### src/rtl/lsu_pkg.sv
// Shared types and constants for the load/store unit.
package lsu_pkg;

  // RV32I func3 width/sign codes for loads and stores
  localparam logic [2:0] F3_B  = 3'b000;
  localparam logic [2:0] F3_H  = 3'b001;
  localparam logic [2:0] F3_W  = 3'b010;
  localparam logic [2:0] F3_BU = 3'b100;
  localparam logic [2:0] F3_HU = 3'b101;

  typedef enum logic [1:0] {
    IDLE = 2'd0,
    REQ  = 2'd1,
    DONE = 2'd2
  } lsu_state_t;

  typedef enum logic [1:0] {
    CAUSE_NONE     = 2'd0,
    CAUSE_MISALIGN = 2'd1,
    CAUSE_ILLEGAL  = 2'd2,
    CAUSE_TIMEOUT  = 2'd3
  } trap_cause_t;

  // Stores only know B/H/W; loads additionally accept the unsigned B/H forms.
  function automatic logic f3_legal(input logic is_store, input logic [2:0] f3);
    logic ok;
    case (f3)
      F3_B, F3_H, F3_W: ok = 1'b1;
      F3_BU, F3_HU:     ok = ~is_store;
      default:          ok = 1'b0;
    endcase
    return ok;
  endfunction

endpackage

### src/rtl/lsu_lane_align.sv
// Combinational byte-lane steering: store strobes/replication, load
// extraction with sign/zero extension, and func3/alignment fault detection.
module lsu_lane_align
  import lsu_pkg::*;
(
  input  logic        is_store,
  input  logic [2:0]  func3,
  input  logic [1:0]  lane,
  input  logic [31:0] wdata_in,
  input  logic [31:0] rdata,
  output logic [3:0]  wstrb,
  output logic [31:0] wdata_out,
  output logic        misaligned,
  output logic        illegal,
  output logic [31:0] load_data
);

  logic [7:0]  sel_byte;
  logic [15:0] sel_half;

  // Fault detection: illegal encoding, and halfword/word alignment by size code
  always_comb begin
    illegal = ~f3_legal(is_store, func3);
    case (func3[1:0])
      2'b01:   misaligned = lane[0];
      2'b10:   misaligned = (lane != 2'b00);
      default: misaligned = 1'b0;
    endcase
  end

  // Store path: lane strobes and replicated write data (zero for loads)
  always_comb begin
    wstrb     = 4'b0000;
    wdata_out = 32'h0000_0000;
    if (is_store) begin
      case (func3)
        F3_B: begin
          wstrb     = 4'b0001 << lane;
          wdata_out = {4{wdata_in[7:0]}};
        end
        F3_H: begin
          wstrb     = 4'b0011 << lane;
          wdata_out = {2{wdata_in[15:0]}};
        end
        F3_W: begin
          wstrb     = 4'b1111;
          wdata_out = wdata_in;
        end
        default: begin
          wstrb     = 4'b0000;
          wdata_out = 32'h0000_0000;
        end
      endcase
    end else begin
      wstrb     = 4'b0000;
      wdata_out = 32'h0000_0000;
    end
  end

  // Load path: pick the addressed byte/half and extend to 32 bits
  always_comb begin
    case (lane)
      2'd0:    sel_byte = rdata[7:0];
      2'd1:    sel_byte = rdata[15:8];
      2'd2:    sel_byte = rdata[23:16];
      2'd3:    sel_byte = rdata[31:24];
      default: sel_byte = 8'h00;
    endcase
    if (lane[1]) begin
      sel_half = rdata[31:16];
    end else begin
      sel_half = rdata[15:0];
    end
    case (func3)
      F3_B:    load_data = {{24{sel_byte[7]}}, sel_byte};
      F3_H:    load_data = {{16{sel_half[15]}}, sel_half};
      F3_W:    load_data = rdata;
      F3_BU:   load_data = {24'h00_0000, sel_byte};
      F3_HU:   load_data = {16'h0000, sel_half};
      default: load_data = 32'h0000_0000;
    endcase
  end

endmodule

### src/rtl/load_store_unit.sv
// Data-memory initiator: one load/store per request, alignment/encoding
// traps, req/ready handshake with timeout, and load result formatting.
module load_store_unit
  import lsu_pkg::*;
#(
  parameter int TIMEOUT_CYCLES = 64,
  parameter int ADDR_W         = 32
) (
  input  logic              clk,
  input  logic              rst,
  input  logic              op_valid,
  input  logic              op_is_store,
  input  logic [2:0]        func3,
  input  logic [ADDR_W-1:0] op_addr,
  input  logic [31:0]       op_wdata,
  output logic              stall,
  output logic              op_done,
  output logic [31:0]       load_data,
  output logic              trap,
  output logic [1:0]        trap_cause,
  output logic [ADDR_W-1:0] trap_addr,
  output logic              mem_req,
  output logic              mem_we,
  output logic [ADDR_W-1:0] mem_addr,
  output logic [3:0]        mem_wstrb,
  output logic [31:0]       mem_wdata,
  input  logic [31:0]       mem_rdata,
  input  logic              mem_ready
);

  localparam int CNT_W = (TIMEOUT_CYCLES > 1) ? $clog2(TIMEOUT_CYCLES) : 1;
  localparam logic [CNT_W-1:0] CNT_LAST = CNT_W'(TIMEOUT_CYCLES - 1);

  lsu_state_t        state;
  logic [CNT_W-1:0]  tmo_cnt;
  logic              op_store;
  logic [2:0]        op_f3;
  logic [1:0]        op_lane;
  logic [ADDR_W-1:0] op_addr_q;

  logic              al_store;
  logic [2:0]        al_f3;
  logic [1:0]        al_lane;
  logic [3:0]        al_wstrb;
  logic [31:0]       al_wdata;
  logic              al_misaligned;
  logic              al_illegal;
  logic [31:0]       al_load;

  // Pipeline hold until the completion pulse
  assign stall = op_valid & ~op_done;

  // Lane aligner sees the live op in IDLE and the captured op afterwards
  always_comb begin
    if (state == IDLE) begin
      al_store = op_is_store;
      al_f3    = func3;
      al_lane  = op_addr[1:0];
    end else begin
      al_store = op_store;
      al_f3    = op_f3;
      al_lane  = op_lane;
    end
  end

  lsu_lane_align u_align (
    .is_store   (al_store),
    .func3      (al_f3),
    .lane       (al_lane),
    .wdata_in   (op_wdata),
    .rdata      (mem_rdata),
    .wstrb      (al_wstrb),
    .wdata_out  (al_wdata),
    .misaligned (al_misaligned),
    .illegal    (al_illegal),
    .load_data  (al_load)
  );

  // Control FSM with all outputs registered
  always_ff @(posedge clk or posedge rst) begin
    if (rst) begin
      state      <= IDLE;
      tmo_cnt    <= '0;
      op_store   <= 1'b0;
      op_f3      <= 3'b000;
      op_lane    <= 2'b00;
      op_addr_q  <= '0;
      op_done    <= 1'b0;
      trap       <= 1'b0;
      trap_cause <= CAUSE_NONE;
      trap_addr  <= '0;
      load_data  <= 32'h0000_0000;
      mem_req    <= 1'b0;
      mem_we     <= 1'b0;
      mem_addr   <= '0;
      mem_wstrb  <= 4'b0000;
      mem_wdata  <= 32'h0000_0000;
    end else begin
      case (state)
        IDLE: begin
          op_done    <= 1'b0;
          trap       <= 1'b0;
          trap_cause <= CAUSE_NONE;
          if (op_valid) begin
            op_store  <= op_is_store;
            op_f3     <= func3;
            op_lane   <= op_addr[1:0];
            op_addr_q <= op_addr;
            if (al_illegal || al_misaligned) begin
              // Faulting op never reaches the bus; illegal outranks misaligned
              state      <= DONE;
              op_done    <= 1'b1;
              trap       <= 1'b1;
              trap_cause <= al_illegal ? CAUSE_ILLEGAL : CAUSE_MISALIGN;
              trap_addr  <= op_addr;
              load_data  <= 32'h0000_0000;
            end else begin
              state     <= REQ;
              tmo_cnt   <= '0;
              mem_req   <= 1'b1;
              mem_we    <= op_is_store;
              mem_addr  <= {op_addr[ADDR_W-1:2], 2'b00};
              mem_wstrb <= al_wstrb;
              mem_wdata <= al_wdata;
            end
          end else begin
            state <= IDLE;
          end
        end
        REQ: begin
          if (mem_ready) begin
            state     <= DONE;
            op_done   <= 1'b1;
            mem_req   <= 1'b0;
            mem_we    <= 1'b0;
            mem_wstrb <= 4'b0000;
            load_data <= op_store ? 32'h0000_0000 : al_load;
          end else if (tmo_cnt == CNT_LAST) begin
            state      <= DONE;
            op_done    <= 1'b1;
            trap       <= 1'b1;
            trap_cause <= CAUSE_TIMEOUT;
            trap_addr  <= op_addr_q;
            load_data  <= 32'h0000_0000;
            mem_req    <= 1'b0;
            mem_we     <= 1'b0;
            mem_wstrb  <= 4'b0000;
          end else begin
            tmo_cnt <= tmo_cnt + 1'b1;
          end
        end
        DONE: begin
          // Retiring op is still on op_valid here, so it is not resampled
          state      <= IDLE;
          op_done    <= 1'b0;
          trap       <= 1'b0;
          trap_cause <= CAUSE_NONE;
        end
        default: begin
          state     <= IDLE;
          op_done   <= 1'b0;
          trap      <= 1'b0;
          mem_req   <= 1'b0;
          mem_we    <= 1'b0;
          mem_wstrb <= 4'b0000;
        end
      endcase
    end
  end

endmodule
### config.mk
export PLATFORM = sky130hd
export DESIGN_NAME = load_store_unit
export DESIGN_NICKNAME = d
export VERILOG_FILES = /design/src/rtl/lsu_pkg.sv /design/src/rtl/lsu_lane_align.sv /design/src/rtl/load_store_unit.sv
export SDC_FILE = /design/constraint.sdc
export NUM_CORES = 1
export LEC_CHECK = 0
export ABC_AREA = 1
export CORE_MARGIN = 2
export CORE_UTILIZATION = 45
export CTS_BUF_LIST = sky130_fd_sc_hd__clkbuf_8
export DETAILED_ROUTE_END_ITERATION = 8
export PLACE_DENSITY = 0.79
export SYNTH_ARGS = -nofsm -noshare
export SYNTH_HDL_FRONTEND = slang
export SYNTH_SLANG_ARGS = --single-unit
export TNS_END_PERCENT = 10
### constraint.sdc
create_clock -name clk -period 5.7 [get_ports clk]
set_input_delay 0.855 -clock clk [delete_from_list [all_inputs] [get_ports clk]]
set_output_delay 0.855 -clock clk [all_outputs]
set_load 0.01 [all_outputs]
==> metrics.csv, run 1 <==
metric;value;unit
crit_path_end_kind;flop;
nFillCells;1648;
dr.first_iter.drc_count;596;
hold_buffers;0;
yosysTopAreaCell;dfrtp_1;
status;finished, final reports clean;
cpMostUsedCell;inv_1;
rows;50;
fin_ws;1.375;ns
fmax;231.2;MHz
whs_endpoint;trap_addr[27]$_DFFE_PP0P_;
grt_max_degree;180;
finalClockSkew;0.01566;ns
grt_pass1_vias;7495;
post_cts_resized;0;
final_antenna_net_count;0;
fp.dieW;142.7;um
crit_fanout;51;
avgSynthCellArea;7.856;um^2
rr_worst_depth;15;
via_per_inst;5.152;
max-clock-path-buffers;2;
drv_slew;0;
wl_per_cell;15.46;um
area_growth;34.24;%
grt-ovfl-total;0;
critical-path-slowest-cell;nor2_4;
cp_data_required_time;6.04;ns
via_count;8027;
die_h;142.7;um
yosys-top-cells-area;dfrtp_1 52%, nand2_1 20%, nand3_1 6.8%;
p_seq_frac;0.304;
port-buffer-count;240;
coreArea;0.01877;mm^2
layout-drive-gt1-share;0.06122;
intPower;0.003650;W
postCtsSetupRepairBufs;0;
final_cell_mix;449 x nand2_1, 240 x clkdlybuf4s50_1, 179 x dfrtp_1;
pre_cts_slack;1.159;ns
worstReg2RegStart;op_done$_DFFE_PP0P_;
synth_area;0.008657;mm^2
routed_wl;24090;um
clk_latency;0.46;ns
worstPathArrival;4.67;ns
crit_family;buffers and inverters;
min_from;trap_addr[27]$_DFFE_PP0P_;
final_nets;1423;
slew_headroom;0.1995;
p_leak;5.714;nW
worst_ir_drop_vdd;0.3549;mV
grt.total_usage;0.2394;
reg2reg_to;mem_addr[19]$_DFFE_PP0P_;
path_buf_inv;5;
post-route-period-util;0.7588;
drc_errors;0;
antenna_found_initial;1;
rsz0062_at_grt;no;
multi_input_area;0.003626;mm^2
final_common_cell;nand2_1;
criticalPathCategory;reg2reg;
synth-seq-area-share;0.5174;
clk_pin_slew;0.09;ns
cts_tree;built;
die-area;0.02036;mm^2
r2r_setup_slack;1.38;ns
initial_core_util;0.4613;
yosysTopAreaCellShare;0.5174;
synth_cells;1102;
tns;0;ns
dp_hpwl;16680;um
place_congestion;0.8558;
p_sw_frac;0.4485;
combPwrFrac;0.543;
switchingPower;0.002969;W
first_pass_iters;5;
crit_chain;inv_1 > ha_1 > o21ai_0 > inv_1 > ha_1 > inv_1 > nand2_1 > o21ai_1 > o21ai_4 > nand3_4 > nor2_4 > inv_2 > buf_4 > nand2_1 > o21ai_1;
pin_count;243;
synth-seq-cells;179;
hold_depth;2;
worst_setup_path_start_kind;flop;
cts_made_buffers;17;
slowest_delay;0.60;ns
hold_path_class;reg2reg;
grt_pass1_wl;38700;um
cts_num_sinks;179;
max-cap-violations;0;
power_frac_clock;0.153;
hold_viol;0;
yosysWarningCount;0;
fin_crit;4.325;ns
setup_viol;0;
final-seq-area;0.004479;mm^2
worstMarginPinSlew;1.201;ns
synth_cell_types;36;
cts_root_buf;clkbuf_8;
htreeDepth;4;
powerDensity;569.6;mW/mm^2
worst max path at each step:
| stage | to | cells past startpoint | startpoint | slack, ns |
|---|---|---|---|---|
| finish | mem_addr[19]$_DFFE_PP0P_ | 15 | op_done$_DFFE_PP0P_ | 1.38 |
| global route | mem_addr[21]$_DFFE_PP0P_ | 15 | state[0]$_DFFE_PP0P_ | 1.00 |
| CTS | mem_addr[19]$_DFFE_PP0P_ | 15 | op_done$_DFFE_PP0P_ | 1.39 |
| detailed placement | mem_addr[19]$_DFFE_PP0P_ | 16 | func3[0] | 1.16 |
| global placement | mem_addr[27]$_DFFE_PP0P_ | 16 | func3[0] | 1.34 |
| floorplan | load_data[0]$_DFFE_PP0P_ | 1 | rst | 2.55 |
power groups by stage:
stage                     logic (W)  registers, W  clock network [W]
after CTS                   0.00360       0.00201            0.00103
final                       0.00360       0.00201            0.00101
after global placement      0.00351       0.00203                  0
after floorplan             0.00217       0.00214                  0
after detailed placement    0.00359       0.00203                  0
after global routing        0.00401       0.00207            0.00108
layout make-up:
class	count	area share
Timing Repair Buffer	250	0.2143
Clock inverter	15	0.01949
Antenna cell	1	0.0002153
Clock buffer	17	0.02013
Multi-Input combinational cell	791	0.3120
Tap cell	234	0.02519
Inverter	71	0.02326
Sequential cell	179	0.3854
tightest hold or removal path: stages, from the launching register on:
cell and delay [ns]:
dfrtp_1 0.35, nand2_1 0.05, nand2_1 0.04
stage by stage:
step	util	std cells	area [um^2]	hold slack, ns	power (W)
6_report	0.6192	1558	11620	0.4744	0.006619
5_1_grt	0.6192	1558	11620	0.5088	0.007153
4_1_cts	0.6191	1557	11620	0.4809	0.006646
3_5_place_dp	0.5945	1525	11160	0.4591	0.005621
3_3_place_gp	0.5945	1525	11160	0.4519	0.005537
2_1_floorplan	-	1103	8665	0.4479	0.004303
synthesized netlist by cell type (all sizes together):
cell type and n:
a21oi 6, a22o 8, a22oi 2, a31oi 1, buf 34, clkbuf 28, conb 1, dfrtp 179
ha 9, inv 71, mux2 2, nand2 453, nand3 120, nand3b 1, nand4 2, nor2 24
nor3 1, o211ai 11, o21ai 127, or2 19, xnor2 1, xor2 2
metal layers:
layer / global-route usage / up-vias / share of wire
met3: 0.04561 / 59 / 0.056
met4: 0.1027 / 0 / 0.036
li1: - / 3934 / -
met2: 0.3720 / 280 / 0.47
met5: 0 / - / 0
met1: 0.3295 / 3754 / 0.44
cells by family (layout without fill, tap and decap cells):
kind of cell               after synthesis  count (layout)  share of synthesized area
buffers and inverters                  133             353                    0.06590
DFF                                    179             179                     0.5174
AOI/OAI and AO/OA                      155             155                    0.09958
xor gates and xnor gates                 3               3                   0.003036
muxes                                    2               2                   0.002601
adders and majority gates                9               9                    0.01301
other                                    1               3                  0.0004332
and+or+nand+nor                        620             620                     0.2980
sequential cells by signal, summed over array words and instances, names as in the netlist, 3 cells and up:
signal     count
mem_wdata     32
load_data     32
op_f3          3
op_addr_q     31
trap_addr     32
tmo_cnt        6
mem_addr      30
mem_wstrb      4
Note: power is estimated with default switching activity, not from simulation.
==> run 2: changes to the inputs <==
Settings changed: CORE_UTILIZATION 45 to 48, PLACE_DENSITY 0.79 to 0.8.
Clock period 5.7 ns to 4.1 ns, I/O delays scaled along.
==> run 2 against run 1 <==
  * Core utilization up 3.2 points
  * Worst setup slack worse by 1.0 ns
  * Die area down 6.1%
  * Maximum frequency up 15%
  * Clock skew up 0.0033 ns
  * Power up 38%
  * Non-clock buffer count up 4
  * Sequential power up 38%
  * Clock power up 27%
  * Global-route usage up 1.3 points
  * Clock-buffer cell count up 1
  * Critical endpoint is now load_data[19]$_DFFE_PP0P_
==> metrics.csv, run 2 (synthesized netlist as in run 1, its figures left out) <==
metric;value;unit;change
hold_buffers;0;;unchanged
pin_count;243;;unchanged
cts_root_buf;clkbuf_8;;unchanged
routed_wl;24310;um;was 24,090 um
clk_latency;0.48;ns;was 0.46 ns
totalPowerFinal;0.009142;W;was 0.006619 W
intPower;0.004963;W;was 0.003650 W
fp.dieW;138.3;um;was 142.7 um
cpMostUsedCell;nand2_1;;was inv_1
combPwrFrac;0.555;;was 0.543
final_util;0.6517;;was 0.6192
finalClockSkew;0.01895;ns;was 0.01566 ns
worstMarginPinSlew;1.167;ns;was 1.201 ns
htreeDepth;4;;unchanged
slowest_delay;0.72;ns;was 0.60 ns
final_antenna_net_count;0;;unchanged
final_common_cell;nand2_1;;unchanged
crit_family;simple AND/OR/NAND/NOR gates;;was buffers and inverters
p_leak;5.728;nW;was 5.714 nW
p_seq_frac;0.304;;about the same
grt_max_degree;93;;was 180
initial_core_util;0.4852;;was 0.4613
via_per_inst;5.235;;was 5.152
slew_headroom;0.2193;;was 0.1995
cts_num_sinks;179;;unchanged
grt_pass1_vias;7747;;was 7,495
port-buffer-count;240;;unchanged
grt.total_usage;0.2528;;was 0.2394
wl_per_cell;15.61;um;was 15.46 um
crit_chain;inv_1 > ha_1 > o21ai_0 > ha_1 > inv_1 > nor2_1 > nand2_1 > nand3_1 > nand2_1 > nand2_1;;was inv_1 > ha_1 > o21ai_0 > inv_1 > ha_1 > inv_1 > nand2_1 > o21ai_1 > o21ai_4 > nand3_4 > nor2_4 > inv_2 > buf_4 > nand2_1 > o21ai_1
cts_tree;built;;unchanged
postCtsSetupRepairBufs;0;;unchanged
drv_slew;0;;unchanged
cp_data_required_time;4.52;ns;was 6.04 ns
switchingPower;0.004180;W;was 0.002969 W
first_pass_iters;5;;unchanged
via_count;8151;;was 8,027
worst_setup_path_start_kind;flop;;unchanged
top_regs;load_data x32, mem_wdata x32, trap_addr x32;;unchanged
worstPathArrival;4.18;ns;was 4.67 ns
dr.first_iter.drc_count;691;;was 596
hold_path_class;reg2reg;;unchanged
crit_path_end_kind;flop;;unchanged
rows;49;;was 50
p_sw_frac;0.4572;;was 0.4485
worst_ir_drop_vdd;0.5296;mV;was 0.3549 mV
die_h;138.3;um;was 142.7 um
hold_viol;0;;unchanged
coreArea;0.01784;mm^2;was 0.01877 mm^2
status;finished, final reports clean;;unchanged
dp_hpwl;16760;um;was 16,680 um
place_congestion;0.8982;;was 0.8558
layout-drive-gt1-share;0.06476;;was 0.06122
crit_fanout;16;;was 51
max-cap-violations;0;;unchanged
rsz0062_at_grt;no;;unchanged
die-area;0.01913;mm^2;was 0.02036 mm^2
fin_crit;3.757;ns;was 4.325 ns
setup_viol;0;;unchanged
drc_errors;0;;unchanged
path_buf_inv;2;;was 5
powerDensity;786.4;mW/mm^2;was 569.6 mW/mm^2
cts_made_buffers;17;;unchanged
clk_pin_slew;0.10;ns;was 0.09 ns
tns;0;ns;unchanged
critical-path-slowest-cell;nor2_1;;was nor2_4
final_cell_mix;449 x nand2_1, 240 x clkdlybuf4s50_1, 179 x dfrtp_1;;unchanged
final_nets;1428;;was 1,423
power_frac_clock;0.140;;was 0.153
criticalPathCategory;reg2reg;;unchanged
post_cts_resized;0;;unchanged
grt-ovfl-total;0;;unchanged
post-route-period-util;0.9163;;was 0.7588
area_growth;34.30;%;was 34.24%
fmax;266.2;MHz;was 231.2 MHz
antenna_found_initial;0;;was 1
max-clock-path-buffers;2;;unchanged
grt_pass1_wl;39300;um;was 38,700 um
n_antenna_cell;0;;was 1
[run 2: changes by cell type in the layout (fill, tap and decap cells not counted), sizes merged]
cell      change
clkinvlp      -1
buf           +4
bufinv        -3
nor2          +1
clkbuf        +1
diode         -1
inv           +3
[run 2: path summary, 6_finish.rpt]
path                                               start                   endpoint  slack [ns]  depth (start not counted)
worst max-delay path                 op_done$_DFFE_PP0P_  load_data[19]$_DFFE_PP0P_        0.34                         10
worst min-delay path            trap_addr[2]$_DFFE_PP0P_   trap_addr[2]$_DFFE_PP0P_        0.48                          2
worst max register to register       op_done$_DFFE_PP0P_  load_data[19]$_DFFE_PP0P_        0.34                         10
worst min register to register  trap_addr[2]$_DFFE_PP0P_   trap_addr[2]$_DFFE_PP0P_        0.48                          2
max in group asynchronous                            rst  load_data[20]$_DFFE_PP0P_        2.66                          3
min in group asynchronous                            rst        mem_req$_DFFE_PP0P_        0.61                          2
[run 2: cell type report]
type	instances	area, um^2
multi-input combinational	792	3632
clock buffer	18	247.7
sequential	179	4479
fill	1511	6215
inverter	71	270.3
clock inverter	14	165.2
timing repair buffer	254	2545
tap	229	286.5
[run 2: metrics by stage]
stage | instances | hold slack, ns | worst slack (ns) | area [um^2]
2_1_floorplan | 1103 | 0.4479 | 1.190 | 8665
3_3_place_gp | 1524 | 0.4525 | 0.5238 | 11210
3_5_place_dp | 1524 | 0.4571 | 0.3973 | 11210
4_1_cts | 1556 | 0.4824 | 0.3900 | 11620
5_1_grt | 1557 | 0.4970 | 0.03923 | 11630
6_report | 1557 | 0.4799 | 0.3431 | 11630
[run 2: power by group through the flow]
| stage | clock [W] | sequential [W] | combinational, W |
|---|---|---|---|
| after floorplan | 0 | 0.00297 | 0.00301 |
| after global placement | 0 | 0.00279 | 0.00493 |
| after detailed placement | 0 | 0.00280 | 0.00504 |
| after CTS | 0.00129 | 0.00278 | 0.00506 |
| after global routing | 0.00137 | 0.00286 | 0.00564 |
| final | 0.00128 | 0.00278 | 0.00508 |
[run 2: worst register-to-register path, delay by kind of cell (launching register included)]
kind	cells	cell delay, ns
buffers and inverters	2	0.33
AND/OR/NAND/NOR	5	1.73
AO/OA/AOI/OAI	1	0.47
adder cells (fa/ha/maj)	2	0.72
flip-flops	1	0.45
[run 2: per-layer routing]
layer / global-route usage / vias to the layer above / wire length [um]
met5: 0 / - / 0
met4: 0.1203 / 0 / 997
met3: 0.04503 / 72 / 1279
met2: 0.4098 / 286 / 11530
met1: 0.3317 / 3845 / 10510
li1: - / 3948 / -
==> run 3: changes to the inputs <==
Settings changed: ABC_AREA 1 to not set, PLACE_DENSITY 0.8 to 0.81.
==> run 3 against run 2 <==
  * Sequential power is essentially flat
  * Sequential cell count is the same
  * Highest routed layer unchanged
  * Die area shrank 3.6%
  * Global-route usage shrank 0.74 points
  * Cell count is 22% lower
  * Hold slack better by 0.0015 ns
  * Critical endpoint is now load_data[23]$_DFFE_PP0P_
  * Via count fell by 17%
  * Largest cell class unchanged
  * Critical path type unchanged
==> metrics.csv, run 3 <==
metric;value;unit;change
synth_cell_types;53;;was 36
slowest_delay;0.50;ns;was 0.72 ns
rows;48;;was 49
fmax;291.6;MHz;was 266.2 MHz
synth-edff-count;0;;unchanged
min_from;mem_wdata[29]$_DFFE_PP0P_;;was trap_addr[2]$_DFFE_PP0P_
final_antenna_net_count;0;;unchanged
wl_per_cell;18.57;um;was 15.61 um
n_antenna_cell;0;;unchanged
pre_cts_slack;0.5738;ns;was 0.3973 ns
initial_core_util;0.4870;;was 0.4852
critical-path-slowest-cell;and3_1;;was nor2_1
die_h;135.8;um;was 138.3 um
cts_root_buf;clkbuf_8;;unchanged
status;finished, final reports clean;;unchanged
yosys_most_used_dff;dfrtp_1;;unchanged
grt_pass1_vias;6737;;was 7,747
synth_common_cells;179 x dfrtp_1, 121 x nand2_1, 67 x mux2_2;;was 450 x nand2_1, 179 x dfrtp_1, 117 x nand3_1
die-area;0.01844;mm^2;was 0.01913 mm^2
final_common_cell;clkdlybuf4s50_1;;was nand2_1
first_pass_iters;8;;was 5
clk_pin_slew;0.09;ns;was 0.10 ns
postCtsSetupRepairBufs;0;;unchanged
switchingPower;0.003455;W;was 0.004180 W
antenna_found_initial;0;;unchanged
crit_path_end_kind;flop;;unchanged
p_leak;4.830;nW;was 5.728 nW
final_nets;1090;;was 1,428
rsz0062_at_grt;no;;unchanged
hold_path_class;reg2reg;;unchanged
p_seq_frac;0.329;;was 0.304
setup_viol;0;;unchanged
crit_chain;inv_1 > ha_1 > mux2i_1 > ha_1 > nor2_1 > o21ai_1 > nand3_1 > and3_1 > a22o_1;;was inv_1 > ha_1 > o21ai_0 > ha_1 > inv_1 > nor2_1 > nand2_1 > nand3_1 > nand2_1 > nand2_1
clk_latency;0.47;ns;was 0.48 ns
intPower;0.005095;W;was 0.004963 W
grt.total_usage;0.2453;;was 0.2528
worstMarginPinSlew;0.9315;ns;was 1.167 ns
synth-seq-cells;179;;unchanged
via_count;6726;;was 8,151
powerDensity;755.8;mW/mm^2;was 786.4 mW/mm^2
hold_viol;0;;unchanged
yosysTopAreaCellShare;0.5374;;was 0.5174
multi_input_area;0.003601;mm^2;was 0.003632 mm^2
cts_tree;built;;unchanged
finalClockSkew;0.01428;ns;was 0.01895 ns
yosysTopAreaCell;dfrtp_1;;unchanged
htreeDepth;4;;unchanged
cts_made_buffers;17;;unchanged
final-seq-area;0.004479;mm^2;unchanged
hold_buffers;0;;unchanged
synth_cells;755;;was 1,102
hold_depth;2;;unchanged
drv_slew;0;;unchanged
final_cell_mix;240 x clkdlybuf4s50_1, 179 x dfrtp_1, 120 x nand2_1;;was 449 x nand2_1, 240 x clkdlybuf4s50_1, 179 x dfrtp_1
async_flop_share;1.000;;unchanged
worst_setup_path_start_kind;flop;;unchanged
grt-ovfl-total;0;;unchanged
cpMostUsedCell;ha_1;;was nand2_1
max-cap-violations;0;;unchanged
fin_crit;3.429;ns;was 3.757 ns
layout-drive-gt1-share;0.1303;;was 0.06476
dr.first_iter.drc_count;549;;was 691
r2r_setup_slack;0.67;ns;was 0.34 ns
area_growth;35.73;%;was 34.30%
post-route-period-util;0.8364;;was 0.9163
rr_worst_depth;9;;was 10
combPwrFrac;0.532;;was 0.555
drc_errors;0;;unchanged
criticalPathCategory;reg2reg;;unchanged
grt_max_degree;99;;was 93
max-clock-path-buffers;2;;unchanged
nFillCells;1389;;was 1,511
reg2reg_to;load_data[23]$_DFFE_PP0P_;;was load_data[19]$_DFFE_PP0P_
fp.dieW;135.8;um;was 138.3 um
avgSynthCellArea;11.04;um^2;was 7.856 um^2
yosysMostFrequentCell;dfrtp_1;;was nand2_1
dp_hpwl;15790;um;was 16,760 um
worstPathArrival;3.79;ns;was 4.18 ns
top_regs;load_data x32, mem_wdata x32, trap_addr x32;;unchanged
power_frac_clock;0.139;;was 0.140
whs_endpoint;mem_wdata[29]$_DFFE_PP0P_;;was trap_addr[2]$_DFFE_PP0P_
cts_num_sinks;179;;unchanged
post_cts_resized;0;;unchanged
synth-seq-area-share;0.5374;;was 0.5174
p_sw_frac;0.4041;;was 0.4572
coreArea;0.01712;mm^2;was 0.01784 mm^2
slew_headroom;0.3768;;was 0.2193
crit_fanout;23;;was 16
yosys-top-cells-area;dfrtp_1 54%, mux2_2 9.1%, nand2_1 5.4%;;was dfrtp_1 52%, nand2_1 20%, nand3_1 6.8%
grt_pass1_wl;35170;um;was 39,300 um
place_congestion;0.8283;;was 0.8982
synth_area;0.008335;mm^2;was 0.008657 mm^2
pin_count;243;;unchanged
tns;0;ns;unchanged
fin_ws;0.6708;ns;was 0.3431 ns
routed_wl;22560;um;was 24,310 um
via_per_inst;5.536;;was 5.235
port-buffer-count;240;;unchanged
worst_ir_drop_vdd;0.6528;mV;was 0.5296 mV
yosysWarningCount;0;;unchanged
cp_data_required_time;4.46;ns;was 4.52 ns
worstReg2RegStart;op_done$_DFFE_PP0P_;;unchanged
run 3: critical path, delay by kind of cell, from the launching register on:
| kind | cells | cell delay [ns] |
|---|---|---|
| simple gates | 3 | 0.92 |
| fa+ha+maj | 2 | 0.73 |
| compound gates | 2 | 0.73 |
| flops | 1 | 0.44 |
| mux | 1 | 0.34 |
| buf+inv | 1 | 0.15 |
run 3: area by class of cell:
type                    count  share of cell area
clock buffers              19             0.02311
clock inverters            13             0.01062
inverters                   7            0.002654
multi-input cells         517              0.3183
flip-flops and latches    179              0.3959
well taps                 225             0.02488
repair buffers            255              0.2245
run 3: cell families after synthesis:
kind of cell             synth area share
flip-flops                         0.5374
buffers and inverters             0.03287
adder cells (fa/ha/maj)           0.01351
other                           0.0004499
multiplexers                       0.1435
AO/OA/AOI/OAI                      0.1662
AND/OR/NAND/NOR                    0.1061
run 3: worst max path at each step:
stage / slack (ns) / from / endpoint / cells past startpoint
finish: 0.67 / op_done$_DFFE_PP0P_ / load_data[23]$_DFFE_PP0P_ / 9
global placement: 0.72 / func3[1] / tmo_cnt[3]$_DFFE_PP0P_ / 9
detailed placement: 0.57 / func3[1] / load_data[6]$_DFFE_PP0P_ / 8
CTS: 0.69 / op_done$_DFFE_PP0P_ / load_data[23]$_DFFE_PP0P_ / 9
global route: 0.38 / op_done$_DFFE_PP0P_ / load_data[23]$_DFFE_PP0P_ / 9
floorplan: 1.19 / rst / load_data[0]$_DFFE_PP0P_ / 1
run 3: power by group through the flow:
stage / Clock (W) / Combinational, W / Sequential, W
floorplan: 0 / 0.00258 / 0.00300
CTS: 0.00122 / 0.00458 / 0.00281
global route: 0.00129 / 0.00496 / 0.00288
finish: 0.00119 / 0.00455 / 0.00281
global placement: 0 / 0.00446 / 0.00280
detailed placement: 0 / 0.00455 / 0.00284
run 3: per-layer routing:
metal	vias to the layer above	GRT usage	wire length, um
met5	-	0	0
li1	3143	-	-
met1	3263	0.3072	9320
met3	27	0.08941	2347
met4	0	0.07697	329
met2	293	0.3979	10570
run 3: per-stage QoR:
stage / total power [W] / instance area, um^2 / utilization / std cells / hold WS (ns)
finish: 0.008550 / 11310 / 0.6610 / 1215 / 0.4814
detailed placement: 0.007384 / 10930 / 0.6387 / 1183 / 0.4651
global placement: 0.007262 / 10930 / 0.6387 / 1183 / 0.4603
floorplan: 0.005586 / 8343 / - / 756 / 0.4746
CTS: 0.008607 / 11310 / 0.6610 / 1215 / 0.4859
global route: 0.009133 / 11310 / 0.6610 / 1215 / 0.5110
